**config.mk**
```make
export PLATFORM = sky130hd
export DESIGN_NAME = math_unit_seq
export DESIGN_NICKNAME = d
export VERILOG_FILES = /design/src/rtl/math_pkg.sv /design/src/rtl/math_unit_seq_add_core.sv /design/src/rtl/math_unit_seq.sv
export SDC_FILE = /design/constraint.sdc
export NUM_CORES = 1
export LEC_CHECK = 0
export ABC_AREA = 0
export CORE_MARGIN = 1.5
export CORE_UTILIZATION = 45
export CTS_CLUSTER_SIZE = 30
export DETAILED_ROUTE_END_ITERATION = 16
export PLACE_DENSITY = 0.79
export SLEW_MARGIN = 20
export SYNTH_ARGS = -nofsm -noshare
export SYNTH_HDL_FRONTEND = slang
export SYNTH_SLANG_ARGS = --single-unit
```
**constraint.sdc**
```tcl
create_clock -name clk -period 4.3 [get_ports clk]
set_input_delay 0.86 -clock clk [delete_from_list [all_inputs] [get_ports clk]]
set_output_delay 0.86 -clock clk [all_outputs]
set_load 0.005 [all_outputs]
```
**src/rtl/math_pkg.sv**
```systemverilog
// Shared definitions for the sequential math unit: opcodes, FSM states,
// flag bit positions and small decode/pack helpers.
package math_pkg;

  localparam logic [2:0] OP_ADD = 3'd0;
  localparam logic [2:0] OP_ADC = 3'd1;
  localparam logic [2:0] OP_SUB = 3'd2;
  localparam logic [2:0] OP_SBB = 3'd3;
  localparam logic [2:0] OP_MUL = 3'd4;

  typedef enum logic [1:0] {
    ST_IDLE    = 2'd0,
    ST_MUL_RUN = 2'd1,
    ST_DONE    = 2'd2
  } state_t;

  localparam int FLAG_C = 0;
  localparam int FLAG_V = 1;
  localparam int FLAG_Z = 2;
  localparam int FLAG_N = 3;

  // Add-class ops complete in a single cycle through the ripple adder.
  function automatic logic is_add_op(input logic [2:0] op);
    return (op == OP_ADD) || (op == OP_ADC) || (op == OP_SUB) || (op == OP_SBB);
  endfunction

  // Pack the four status bits into their fixed positions.
  function automatic logic [3:0] pack_flags(input logic c, input logic v,
                                            input logic z, input logic n);
    logic [3:0] f;
    f         = 4'b0000;
    f[FLAG_C] = c;
    f[FLAG_V] = v;
    f[FLAG_Z] = z;
    f[FLAG_N] = n;
    return f;
  endfunction

endpackage

```
**src/rtl/math_unit_seq_add_core.sv**
```systemverilog
// Ripple-carry adder with carry in, carry out and the carry into the MSB
// (needed for signed overflow). Shared by add-class ops and the MUL step.
module add_core #(
  parameter int WIDTH = 8
) (
  input  logic [WIDTH-1:0] x,
  input  logic [WIDTH-1:0] y,
  input  logic             cin,
  output logic [WIDTH-1:0] sum,
  output logic             cout,
  output logic             c_msb
);

  logic c;

  // Full-adder chain; the carry is a loop-local variable so the chain stays in one block.
  always_comb begin
    c   = cin;
    sum = '0;
    for (int i = 0; i < WIDTH; i++) begin
      sum[i] = x[i] ^ y[i] ^ c;
      c      = (x[i] & y[i]) | (c & (x[i] ^ y[i]));
    end
    cout  = c;
    // Carry into the MSB recovered from that bit's operands and sum.
    c_msb = x[WIDTH-1] ^ y[WIDTH-1] ^ sum[WIDTH-1];
  end

endmodule

```
**src/rtl/math_unit_seq.sv**
```systemverilog
// Registered add/sub/multiply unit with start/busy/done handshake.
// Add-class ops finish in one cycle; MUL is a WIDTH-step shift-add loop
// that reuses the same ripple adder on the upper accumulator half.
module math_unit_seq
  import math_pkg::*;
#(
  parameter int WIDTH = 8
) (
  input  logic             clk,
  input  logic             rst_n,
  input  logic             start,
  input  logic [2:0]       op,
  input  logic [WIDTH-1:0] a,
  input  logic [WIDTH-1:0] b,
  input  logic             c_in,
  output logic             busy,
  output logic             done,
  output logic [WIDTH-1:0] result,
  output logic [WIDTH-1:0] result_hi,
  output logic             flag_c,
  output logic             flag_v,
  output logic             flag_z,
  output logic             flag_n
);

  localparam int CNT_W = $clog2(WIDTH + 1);

  state_t           state;
  logic [CNT_W-1:0] cnt;
  logic [WIDTH-1:0] mcand;
  logic [WIDTH-1:0] acc_hi;
  logic [WIDTH-1:0] acc_lo;
  logic [3:0]       flags;

  logic [WIDTH-1:0] add_x;
  logic [WIDTH-1:0] add_y;
  logic             add_cin;
  logic [WIDTH-1:0] add_sum;
  logic             add_cout;
  logic             add_c_msb;

  logic [WIDTH-1:0] step_hi;
  logic [WIDTH-1:0] step_lo;

  add_core #(.WIDTH(WIDTH)) u_add_core (
    .x     (add_x),
    .y     (add_y),
    .cin   (add_cin),
    .sum   (add_sum),
    .cout  (add_cout),
    .c_msb (add_c_msb)
  );

  // Steer the shared adder: live operands in IDLE, accumulator step in MUL_RUN.
  always_comb begin
    add_x   = a;
    add_y   = b;
    add_cin = 1'b0;
    case (state)
      ST_IDLE: begin
        case (op)
          OP_ADD: begin
            add_y   = b;
            add_cin = 1'b0;
          end
          OP_ADC: begin
            add_y   = b;
            add_cin = c_in;
          end
          OP_SUB: begin
            add_y   = ~b;
            add_cin = 1'b1;
          end
          OP_SBB: begin
            add_y   = ~b;
            add_cin = c_in;
          end
          default: begin
            add_y   = b;
            add_cin = 1'b0;
          end
        endcase
      end
      ST_MUL_RUN: begin
        add_x   = acc_hi;
        add_y   = acc_lo[0] ? mcand : {WIDTH{1'b0}};
        add_cin = 1'b0;
      end
      default: begin
        add_x   = a;
        add_y   = b;
        add_cin = 1'b0;
      end
    endcase
  end

  // Next accumulator after one shift-add step: {carry, sum, multiplier} >> 1.
  always_comb begin
    step_hi = {add_cout, add_sum[WIDTH-1:1]};
    step_lo = {add_sum[0], acc_lo[WIDTH-1:1]};
  end

  // Control FSM with registered handshake, result and flags.
  always_ff @(posedge clk or negedge rst_n) begin
    if (!rst_n) begin
      state     <= ST_IDLE;
      cnt       <= '0;
      mcand     <= '0;
      acc_hi    <= '0;
      acc_lo    <= '0;
      busy      <= 1'b0;
      done      <= 1'b0;
      result    <= '0;
      result_hi <= '0;
      flags     <= 4'b0000;
    end else begin
      case (state)
        ST_IDLE: begin
          done <= 1'b0;
          busy <= 1'b0;
          if (start && is_add_op(op)) begin
            result    <= add_sum;
            result_hi <= '0;
            flags     <= pack_flags(add_cout, add_c_msb ^ add_cout,
                                    (add_sum == '0), add_sum[WIDTH-1]);
            done      <= 1'b1;
            state     <= ST_DONE;
          end else if (start && (op == OP_MUL)) begin
            mcand  <= a;
            acc_lo <= b;
            acc_hi <= '0;
            cnt    <= CNT_W'(WIDTH);
            busy   <= 1'b1;
            state  <= ST_MUL_RUN;
          end else begin
            state <= ST_IDLE;
          end
        end
        ST_MUL_RUN: begin
          acc_hi <= step_hi;
          acc_lo <= step_lo;
          cnt    <= cnt - CNT_W'(1);
          if (cnt == CNT_W'(1)) begin
            result    <= step_lo;
            result_hi <= step_hi;
            flags     <= pack_flags((step_hi != '0), 1'b0,
                                    ({step_hi, step_lo} == '0), step_hi[WIDTH-1]);
            busy      <= 1'b0;
            done      <= 1'b1;
            state     <= ST_DONE;
          end else begin
            busy  <= 1'b1;
            state <= ST_MUL_RUN;
          end
        end
        ST_DONE: begin
          done  <= 1'b0;
          busy  <= 1'b0;
          state <= ST_IDLE;
        end
        default: begin
          done  <= 1'b0;
          busy  <= 1'b0;
          state <= ST_IDLE;
        end
      endcase
    end
  end

  assign flag_c = flags[FLAG_C];
  assign flag_v = flags[FLAG_V];
  assign flag_z = flags[FLAG_Z];
  assign flag_n = flags[FLAG_N];

endmodule

```
Word-level counts from Yosys, hierarchy flattened
Cells that the tools add are included.
Word-level totals
  register bits after elaboration: 52
  logic and storage cells: 116
  input port bits: 23
Operators by class
  reduce and logical (&&, ||, !) cells: 16
  eq/ne operators: 10
  bitwise gates (word level): 44
  muxes and demuxes: 35
  add/subtract/negate cells: 1
Operator list (count)
  two-way mux 8 bit: 11
  one-hot mux 8 bit (2 select lines): 5
  bitwise XOR 1 bit: 18
  AND 1 bit: 16
  logical NOT 16 bit: 1
  two-way mux 4 bit: 4
  one-hot mux 4 bit (2 select lines): 2
  AND reduction 3 bit: 3
  logical NOT 8 bit: 1
  inequality test 2 bit (second input constant): 4
  inverter 8 bit: 1
  OR 1 bit: 8
  nonzero test 8 bit: 1
  two-way mux 1 bit: 7
  equality test 3 x 2 -> 1 bit (second input constant): 2
  one-hot mux 1 bit (2 select lines): 3
  equality test 4 x 1 -> 1 bit (second input constant): 1
  two-way mux 2 bit: 2
  one-hot mux 2 bit (2 select lines): 1
  OR reduction 2 bit: 2
  subtractor 4 x 1 -> 4 bit (second input constant): 1
  equality test 3 x 1 -> 1 bit (second input constant): 1
  equality test 3 bit (second input constant): 1
  logical NOT 3 bit: 1
  other kinds (6): 9

Logic depth before layout (Yosys ltp)
Gate-level depths: netlist of run 1.
  depth in word-level cells: 24
  depth in mapped cells: 19
  mapped depth without buffers: 17

By module
Synthesis of run 1 repeated with hierarchy kept, for this count alone.
Second synthesis, totals
  cells, all modules: 300
  area, all modules: 2770.2 sq um
Modules (own cells, without submodules)
  math_unit_seq: sequential area each 1276.2 sq um, cells an instance 280, times used 1, area an instance 2551.2 sq um
  add_core: sequential area each 0.0 sq um, cells an instance 20, times used 1, area an instance 219.0 sq um

Least setup slack after synthesis of run 1
No wires, ideal clock.
  kind: input-to-reg
  start: input op[1]
  end: register flags[2]
  data arrival time: 4819 ps
  path slack: -615 ps
  setup time: 95 ps
  stages on the path: 18
  cell sequence: or3b_1 > buf_2 > a2bb2oi_1 > a2bb2oi_1 > fa_1 > inv_1 > fa_1 > fa_1 > fa_1 > fa_1 > inv_1 > fa_1 > fa_1 > inv_1 > fa_1 > nor4b_1 > nand4_1 > o31ai_1
On the way
  longest elaborated chain between the ends: 24
Ends and longest elaborated chain
  from (decl): line math_unit_seq.sv:12  | input logic [2:0] op,
  equality test 3 x 2 -> 1 bit: line math_pkg.sv:24, math_unit_seq.sv:61
  OR reduction 2 bit (no line)
  two-way mux 8 bit
  one-hot mux 8 bit (2 select lines): line math_unit_seq.sv:59  | case (state)
  bitwise XOR 1 bit: line math_unit_seq_add_core.sv:21, math_unit_seq_add_core.sv:22
  AND 1 bit: line math_unit_seq_add_core.sv:22  | c = (x[i] & y[i]) | (c & (x[i] ^ y[i]));
  OR 1 bit: line math_unit_seq_add_core.sv:22
  AND 1 bit: line math_unit_seq_add_core.sv:22
  [... 8 more ...]
  OR 1 bit: line math_unit_seq_add_core.sv:22
  AND 1 bit: line math_unit_seq_add_core.sv:22
  OR 1 bit: line math_unit_seq_add_core.sv:22
  AND 1 bit: line math_unit_seq_add_core.sv:22
  OR 1 bit: line math_unit_seq_add_core.sv:22
  logical NOT 16 bit: line math_unit_seq.sv:147  | ({step_hi, step_lo} == '0), step_hi[WIDTH-1]);
  two-way mux 4 bit: line math_unit_seq.sv:143  | if (cnt == CNT_W'(1)) begin
  one-hot mux 4 bit (2 select lines): line math_unit_seq.sv:117  | case (state)
  to (signal assigned): line math_unit_seq.sv:124  | flags <= pack_flags(add_cout, add_c_msb ^ add_cout,
  to (signal assigned): line math_unit_seq.sv:146  | flags <= pack_flags((step_hi != '0), 1'b0,
  to (decl): line math_unit_seq.sv:33  | logic [3:0] flags;
Several ways; a longest one is shown, not always the timed one. The select of a mux whose other input is x is not followed.
A chain may end at the register's enable or synchronous reset.

Worst setup path after layout of run 1
  start: input op[1]
  end: register flags[1]
On the way
  longest elaborated chain between the ends: 24
Ends and longest elaborated chain
  equality test 3 x 2 -> 1 bit: line math_pkg.sv:24, math_unit_seq.sv:61
  OR reduction 2 bit (no line)
  two-way mux 8 bit
  one-hot mux 8 bit (2 select lines): line math_unit_seq.sv:59
  bitwise XOR 1 bit: line math_unit_seq_add_core.sv:22
  AND 1 bit: line math_unit_seq_add_core.sv:22
  OR 1 bit: line math_unit_seq_add_core.sv:22
  AND 1 bit: line math_unit_seq_add_core.sv:22
  [... 8 more ...]
  OR 1 bit: line math_unit_seq_add_core.sv:22
  AND 1 bit: line math_unit_seq_add_core.sv:22
  OR 1 bit: line math_unit_seq_add_core.sv:22
  bitwise XOR 1 bit / AND 1 bit (equally long branches): line math_unit_seq_add_core.sv:21, math_unit_seq_add_core.sv:22
  bitwise XOR 1 bit / OR 1 bit (equally long branches): line math_unit_seq_add_core.sv:26, math_unit_seq_add_core.sv:22
  bitwise XOR 1 bit: line math_unit_seq.sv:124
  two-way mux 4 bit: line math_unit_seq.sv:121  | if (start && is_add_op(op)) begin
  one-hot mux 4 bit (2 select lines): line math_unit_seq.sv:117
Several ways; a longest one is shown, not always the timed one. The select of a mux whose other input is x is not followed.

==> impl_metrics.csv, run 1 <==
group,metric,value,unit
detailed_routing,avgRoutedWirePerCell,18.5,um
floorplan,rows,29,
floorplan,fp.dieW,83.2,um
clocking,clk_latency,0.31,ns
floorplan,io_pins,45,
detailed_routing,drc,0,
clocking,clkTransAtPathRegs,0.09,ns
logic_synthesis,netlist_area,2890,um^2
timing,worst_pin_slew,0.735,ns
timing,skew,0.00854,ns
logic_synthesis,synth_top_cell_by_area,"dfrtp_1",
worst_setup_path,path_delay_family,"adder cells",
placed_design,portBuffers,44,
grt,grtUsageMet1,0.278,
grt,use_met3,0.0427,
run,drv_cap,0,
logic_synthesis,postSynthAreaPerCell,11.7,um^2
placed_design,finalWeightedCongestion,0.845,
logic_synthesis,synth.top_cells.by_area,"dfrtp_1 44%, mux2_2 14%, fa_1 5.5%",
logic_synthesis,ys_seq_elements,51,
floorplan,dieArea,6920,um^2
clocking,cts-root-buf,"clkbuf_8",
clocking,numCtsBuffers,5,
grt,grt_pass1_vias,2276,
worst_setup_path,start_kind,"input pin",
logic_synthesis,synth_common_cells,"51 x dfrtp_1, 35 x mux2_2, 18 x inv_1, 17 x o21ai_0, 16 x nand2_1",
finish,drive_above_1_share,0.324,
logic_synthesis,syn_nets,281,
power,switching_share,0.362,
power,power.switching,1.02,mW
worst_setup_path,crit_type,"input pin to register",
run_status,violations,"negative setup slack",
timing,slew_headroom,0.508,
floorplan,start_util,0.461,
logic_synthesis,synth_top_cell_area_share,0.441,
hold_path,min_path_type,"register to register",
grt,top_usage_layer,"met2",
logic_synthesis,async_flop_share,1.00,
timing,fmax,223,MHz
clocking,cts_tree,"done",
grt,grt_usage,0.216,
timing,fin_crit_sh,1.04,
grt,grt_overflow,0,
power,finalPower,2.81,mW
timing,rsz0062_at_grt,"true",
timing,period_minus_slack,4.48,ns
worst_setup_path,crit_path_max_fanout,5,
worst_setup_path,cp.required,4.50,ns
power,p_per_area,762,nW/um^2
power,combinationalPowerShare,0.554,
power,p_seq_frac,0.305,
timing,setup_viol,6,
logic_synthesis,yosysUniqueCellTypes,51,
finish,area_growth,27.8,%
worst_setup_path,crit_top_cell,"fa_2",
logic_synthesis,synth_warnings,0,
logic_synthesis,synth_most_common_cell,"dfrtp_1",
finish,diodes,0,
timing,drv_slew,0,
detailed_routing,drtAntennaViolNets,0,
power,leakage,1.63,nW
timing,setup_slack,-0.185,ns
power,ir_drop,0.456,mV
grt,grt_pass1_wl,11.6,mm
worst_setup_path,crit_arrival,4.69,ns
timing,finalHoldViolations,0,
worst_setup_path,path_cells,"buf_6 -> or3b_4 -> a2bb2oi_2 -> a2bb2oi_2 -> fa_2 -> inv_2 -> fa_2 -> fa_2 -> fa_2 -> fa_2 -> inv_2 -> fa_2 -> fa_2 -> inv_2 -> fa_2 -> buf_4 -> xnor2_2 -> xnor2_1 -> a22o_1",
worst_setup_path,path_depth,19,
detailed_routing,firstDrtPassIters,4,
power,internal_power,1.80,mW
worst_setup_path,critPathBufInv,5,
grt,grtUsageMet2,0.359,
worst_setup_path,cpPeakStageDelay,0.60,ns
detailed_routing,routed_via_density,5.70,
floorplan,dieHeight,83.2,um
worst_setup_path,worstSetupEndpointType,"register",
placed_design,pre_cts_ws,-0.985,ns
logic_synthesis,netlist_instances,247,
clocking,cts.sinks,51,
logic_synthesis,seq_area_frac_synth,0.441,
placed_design,dp.final_hpwl,5.00,mm
floorplan,coreArea,6280,um^2
finish,nNetsFinal,339,
detailed_routing,vias,2185,
worst_setup_path,slowest_stage,"fa_2",
grt,antenna_found_initial,0,
grt,grt_max_degree,52,
run_status,outcome,"finished, violations left",
logic_synthesis,synth_ff_type,"dfrtp_1",
clocking,cts.path.max_buffers,2,
logic_synthesis,synth-edff-count,0,
power,clock_power_share,0.140,
detailed_routing,drt_iter0_drc,166,
clocking,htreeDepth,2,
worst_setup_path,r2r.worst_path.cells,17,
detailed_routing,wirelength,7.08,mm
hold_path,hold-path-cell-count,1,
==> placed cells by master (no fill, tap or decap), drive strengths merged, types with 2 or more instances in the layout <==
| master | netlist | layout |
|---|---|---|
| dfrtp | 51 | 51 |
| o21bai | 2 | 2 |
| bufinv | 0 | 2 |
| a211oi | 3 | 3 |
| o211ai | 6 | 6 |
| o21ai | 17 | 17 |
| clkdlybuf4s50 | 0 | 37 |
| mux2 | 37 | 37 |
| o2bb2ai | 5 | 5 |
| mux2i | 7 | 7 |
| fa | 8 | 8 |
| nor3b | 2 | 2 |
| a2bb2oi | 10 | 10 |
| dlygate4sd2 | 0 | 4 |
| inv | 19 | 19 |
| ha | 3 | 3 |
| nor4b | 2 | 2 |
| buf | 11 | 25 |
| a22o | 6 | 6 |
| nor4 | 2 | 2 |
| nand2 | 16 | 16 |
| or3b | 2 | 2 |
| xnor2 | 2 | 2 |
| a21oi | 4 | 4 |
| nand3b | 3 | 3 |
| or3 | 2 | 2 |
| clkbuf | 4 | 6 |
| a21o | 4 | 4 |
| nor2 | 5 | 5 |
| or2 | 2 | 2 |
==> flip-flops by register name, summed over array words and instances, names as in the netlist <==
signal     cells
mcand          8
cnt            4
flags          4
state          2
result         8
acc_lo         8
done           1
acc_hi         8
result_hi      8
==> worst reg2reg max path: cells and delay by family (launching register included) <==
family          cells  cell delay (ns)
flops               1             0.47
fa+ha+maj           8             2.28
compound gates      1             0.18
simple gates        2             0.72
xor+xnor            2             0.25
buf+inv             4             0.33
==> power by group through the flow <==
stage          logic (mW)  clock network (mW)  registers (mW)
4_1_cts              1.51               0.398           0.860
6_report             1.56               0.395           0.859
3_5_place_dp         1.43                   0           0.864
3_3_place_gp         1.39                   0           0.855
5_1_grt              1.67               0.424           0.888
2_1_floorplan       0.922                   0           0.832
==> metrics by stage <==
stage               utilization  instance area [um^2]  TNS, ns  cells  hold WS (ns)
finish                    0.589                  3690   -0.675    383         0.502
global route              0.589                  3690    -1.34    383         0.525
CTS                       0.584                  3660   -0.587    382         0.508
detailed placement        0.558                  3500    -8.69    373         0.482
global placement          0.558                  3500    -7.35    373         0.459
floorplan                     -                  2940    -1.52    247         0.449
==> path summary, 6_finish.rpt <==
check                                       from                     to  slack [ns]
max                                        op[1]   flags[1]$_DFFE_PN0P_       -0.18
min                        acc_hi[4]$_DFFE_PN0P_  acc_hi[4]$_DFFE_PN0P_        0.50
max reg2reg                   state[0]$_DFF_PN0_   flags[1]$_DFFE_PN0P_       -0.04
min reg2reg                acc_hi[4]$_DFFE_PN0P_  acc_hi[4]$_DFFE_PN0P_        0.50
max in group asynchronous                  rst_n   flags[2]$_DFFE_PN0P_        3.23
min in group asynchronous                  rst_n   mcand[5]$_DFFE_PN0P_        0.65
==> per-layer routing <==
| layer | vias to the layer above | share of wire |
|---|---|---|
| li1 | 1001 | - |
| met1 | 1096 | 0.43 |
| met2 | 72 | 0.50 |
| met3 | 16 | 0.045 |
| met4 | 0 | 0.023 |
| met5 | - | 0 |
==> timing repair <==
action                     in CTS  in global routing
gates cloned                    0                  0
pin swaps                      10                  4
gates resized for setup        19                  7
setup buffers                   1                  1
hold buffers                    0                  0
setup endpoints to repair      11                  7
==> layout make-up <==
type                    instances  area, um^2
multi-input cells             162        1510
clock inverters                 2        60.1
clock buffers                   6        72.6
inverters                      19        78.8
fillers                       512        2580
flip-flops and latches         51        1280
repair buffers                 66         606
well taps                      77        96.3
==> kinds of logic after synthesis <==
kind of cell	after synthesis	synth area share
muxes	44	0.171
AOI/OAI and AO/OA	61	0.154
xor gates and xnor gates	2	0.00606
buffers and inverters	34	0.0649
and+or+nand+nor	44	0.0943
adders and majority gates	11	0.0684
DFF	51	0.441
Power figures use the tool's default switching activity.
==> inputs of run 2 (changes only) <==
--- a/config.mk
+++ b/config.mk
@@ -6,12 +6,12 @@
 export NUM_CORES = 1
 export LEC_CHECK = 0
 export ABC_AREA = 0
-export CORE_MARGIN = 1.5
 export CORE_UTILIZATION = 45
 export CTS_CLUSTER_SIZE = 30
 export DETAILED_ROUTE_END_ITERATION = 16
-export PLACE_DENSITY = 0.79
+export PLACE_DENSITY = 0.8
 export SLEW_MARGIN = 20
 export SYNTH_ARGS = -nofsm -noshare
 export SYNTH_HDL_FRONTEND = slang
+export SYNTH_HIERARCHICAL = 1
 export SYNTH_SLANG_ARGS = --single-unit
==> impl_metrics.csv, run 2 <==
group,metric,value,unit
run_status,outcome,"finished, violations left",
run_status,violations,"negative setup slack",
clocking,htreeDepth,2,
detailed_routing,drt_iter0_drc,177,
grt,grt_usage,0.226,
timing,rsz0062_at_grt,"true",
finish,final_common_cell,"nand2_1",
logic_synthesis,seq_area_frac_synth,0.461,
logic_synthesis,synth_top_cell_area_share,0.461,
finish,area_growth,27.3,%
finish,final_cell_mix,"87 x nand2_1, 51 x dfrtp_1, 36 x clkdlybuf4s50_1",
power,p_per_area,652,nW/um^2
logic_synthesis,synth_common_cells,"89 x nand2_1, 51 x dfrtp_1, 18 x o21ai_0, 13 x clkbuf_1",
timing,finalHoldViolations,0,
logic_synthesis,netlist_area,2770,um^2
finish,finalInstanceArea,3530,um^2
floorplan,io_pins,45,
grt,grt_overflow,0,
worst_setup_path,start_kind,"input pin",
worst_setup_path,crit_type,"input pin to register",
finish,fin_cells,430,
power,ir_drop,0.294,mV
worst_setup_path,crit_top_cell,"fa_2",
timing,fmax,221,MHz
logic_synthesis,synth_most_common_cell,"nand2_1",
worst_setup_path,rrSetupSlack,-0.16,ns
floorplan,dieArea,6470,um^2
worst_setup_path,path_depth,18,
placed_design,pre_cts_ws,-1.07,ns
worst_setup_path,r2r.worst_path.cells,18,
timing,period_minus_slack,4.52,ns
worst_setup_path,worstSetupEndpointType,"register",
timing,skew,0.00516,ns
clocking,clkTransAtPathRegs,0.08,ns
logic_synthesis,async_flop_share,1.00,
timing,fin_crit_sh,1.05,
placed_design,place_area,3400,um^2
detailed_routing,avgRoutedWirePerCell,15.2,um
placed_design,dp.final_hpwl,4.81,mm
power,finalPower,2.30,mW
clocking,cts.path.max_buffers,2,
timing,setup_viol,6,
logic_synthesis,syn_nets,334,
logic_synthesis,synth.top_cells.by_area,"dfrtp_1 46%, nand2_1 12%, fa_1 5.8%",
hold_path,min_path_type,"register to register",
timing,whs,0.486,ns
grt,grt_pass1_vias,2226,
detailed_routing,wirelength,6.56,mm
logic_synthesis,synth_ff_type,"dfrtp_1",
hold_path,hold_end,"acc_hi[5]$_DFFE_PN0P_",
grt,antenna_found_initial,0,
timing,worst_pin_slew,0.639,ns
worst_setup_path,reg2reg_to,"flags[1]$_DFFE_PN0P_",
worst_setup_path,crit_arrival,4.73,ns
logic_synthesis,synth_top_cell_by_area,"dfrtp_1",
placed_design,finalWeightedCongestion,0.838,
timing,setup_slack,-0.221,ns
placed_design,placedCellCount,424,
floorplan,dieHeight,80.5,um
worst_setup_path,reg2reg_from,"state[0]$_DFF_PN0_",
detailed_routing,firstDrtPassIters,5,
logic_synthesis,synth-edff-count,0,
placed_design,portBuffers,44,
clocking,cts_tree,"done",
worst_setup_path,slowest_stage,"fa_2",
detailed_routing,vias,2350,
timing,drv_slew,0,
logic_synthesis,netlist_instances,300,
detailed_routing,drc,0,
logic_synthesis,postSynthAreaPerCell,9.23,um^2
run,drv_cap,0,
logic_synthesis,ys_seq_elements,51,
grt,grt_max_degree,52,
logic_synthesis,yosysUniqueCellTypes,39,
floorplan,rows,28,
timing,slew_headroom,0.574,
clocking,cts.sinks,51,
clocking,cts-root-buf,"clkbuf_8",
detailed_routing,drtAntennaViolNets,0,
power,leakage,1.56,nW
detailed_routing,routed_via_density,5.47,
grt,grt_pass1_wl,11.0,mm
worst_setup_path,crit_path_max_fanout,3,
finish,nNetsFinal,390,
worst_setup_path,cp.required,4.51,ns
clocking,clk_latency,0.30,ns
floorplan,coreArea,5920,um^2
worst_setup_path,critPathBufInv,4,
clocking,numCtsBuffers,5,
worst_setup_path,path_delay_family,"adder cells",
logic_synthesis,synth_warnings,6,
clocking,postCtsSetupRepairBufs,0,
worst_setup_path,cpPeakStageDelay,0.46,ns
hold_path,hold-path-cell-count,2,
floorplan,start_util,0.468,
hold_path,holdCritStartpoint,"acc_hi[5]$_DFFE_PN0P_",
finish,drive_above_1_share,0.206,
worst_setup_path,path_cells,"buf_6 -> nand2b_4 -> a21oi_2 -> o21ai_2 -> fa_2 -> inv_2 -> fa_2 -> inv_2 -> fa_2 -> fa_2 -> fa_2 -> fa_2 -> fa_2 -> inv_2 -> fa_2 -> xnor2_1 -> xnor2_1 -> o31ai_1",
floorplan,fp.dieW,80.5,um
finish,diodes,0,
run 2: worst max-delay path by stage:
stage / to / startpoint
2_1_floorplan: flags[1]$_DFFE_PN0P_ / op[2]
3_3_place_gp: flags[1]$_DFFE_PN0P_ / op[2]
3_5_place_dp: flags[1]$_DFFE_PN0P_ / op[2]
4_1_cts: flags[1]$_DFFE_PN0P_ / op[2]
5_1_grt: flags[1]$_DFFE_PN0P_ / op[2]
6_report: flags[1]$_DFFE_PN0P_ / op[2]
run 2: through the flow:
stage,setup TNS [ns],utilization
floorplan,-3.61,-
global placement,-8.83,0.575
detailed placement,-9.74,0.575
CTS,-0.729,0.592
global route,-1.55,0.596
finish,-0.731,0.596
run 2: final cells by class:
cell class,count,area [um^2]
fillers,506,2390
multi-input cells,217,1430
flip-flops and latches,51,1280
repair buffers,68,602
well taps,75,93.8
clock buffers,6,72.6
inverters,13,48.8
run 2: worst min-delay path: cells and delay by family, from the launching register on:
kind,cells,cell delay (ns)
flip-flops,1,0.35
AND/OR/NAND/NOR,2,0.11
run 2: metal layers:
metal  wire length (um)  part of all wire  up-vias  track usage
li1                   -                 -     1132            -
met1               2930              0.45     1114        0.300
met2               3080              0.47       96        0.361
met3                459             0.070        8       0.0500
met4                 92             0.014        0       0.0821
met5                  0                 0        -            0
run 2: power by group:
part	switching, mW	internal [mW]
clock network	0.146	0.109
logic	0.611	0.586
registers	0.153	0.692
run 2: what timing repair did:
action                                 CTS  global route
hold buffers                             0             0
gates resized for setup                 26            10
pin swaps                               16             9
endpoints found under the hold margin    0             0
setup endpoints to repair               12             9
run 2: logic make-up (layout without fill, tap and decap cells):
family | after synthesis | after routing | share of synthesized area
buffers and inverters | 32 | 87 | 0.0537
AND/OR/NAND/NOR | 126 | 126 | 0.206
flip-flops | 51 | 51 | 0.461
multiplexers | 18 | 18 | 0.0687
AO/OA/AOI/OAI | 59 | 59 | 0.130
adder cells (fa/ha/maj) | 11 | 11 | 0.0714
XOR/XNOR | 3 | 3 | 0.00949
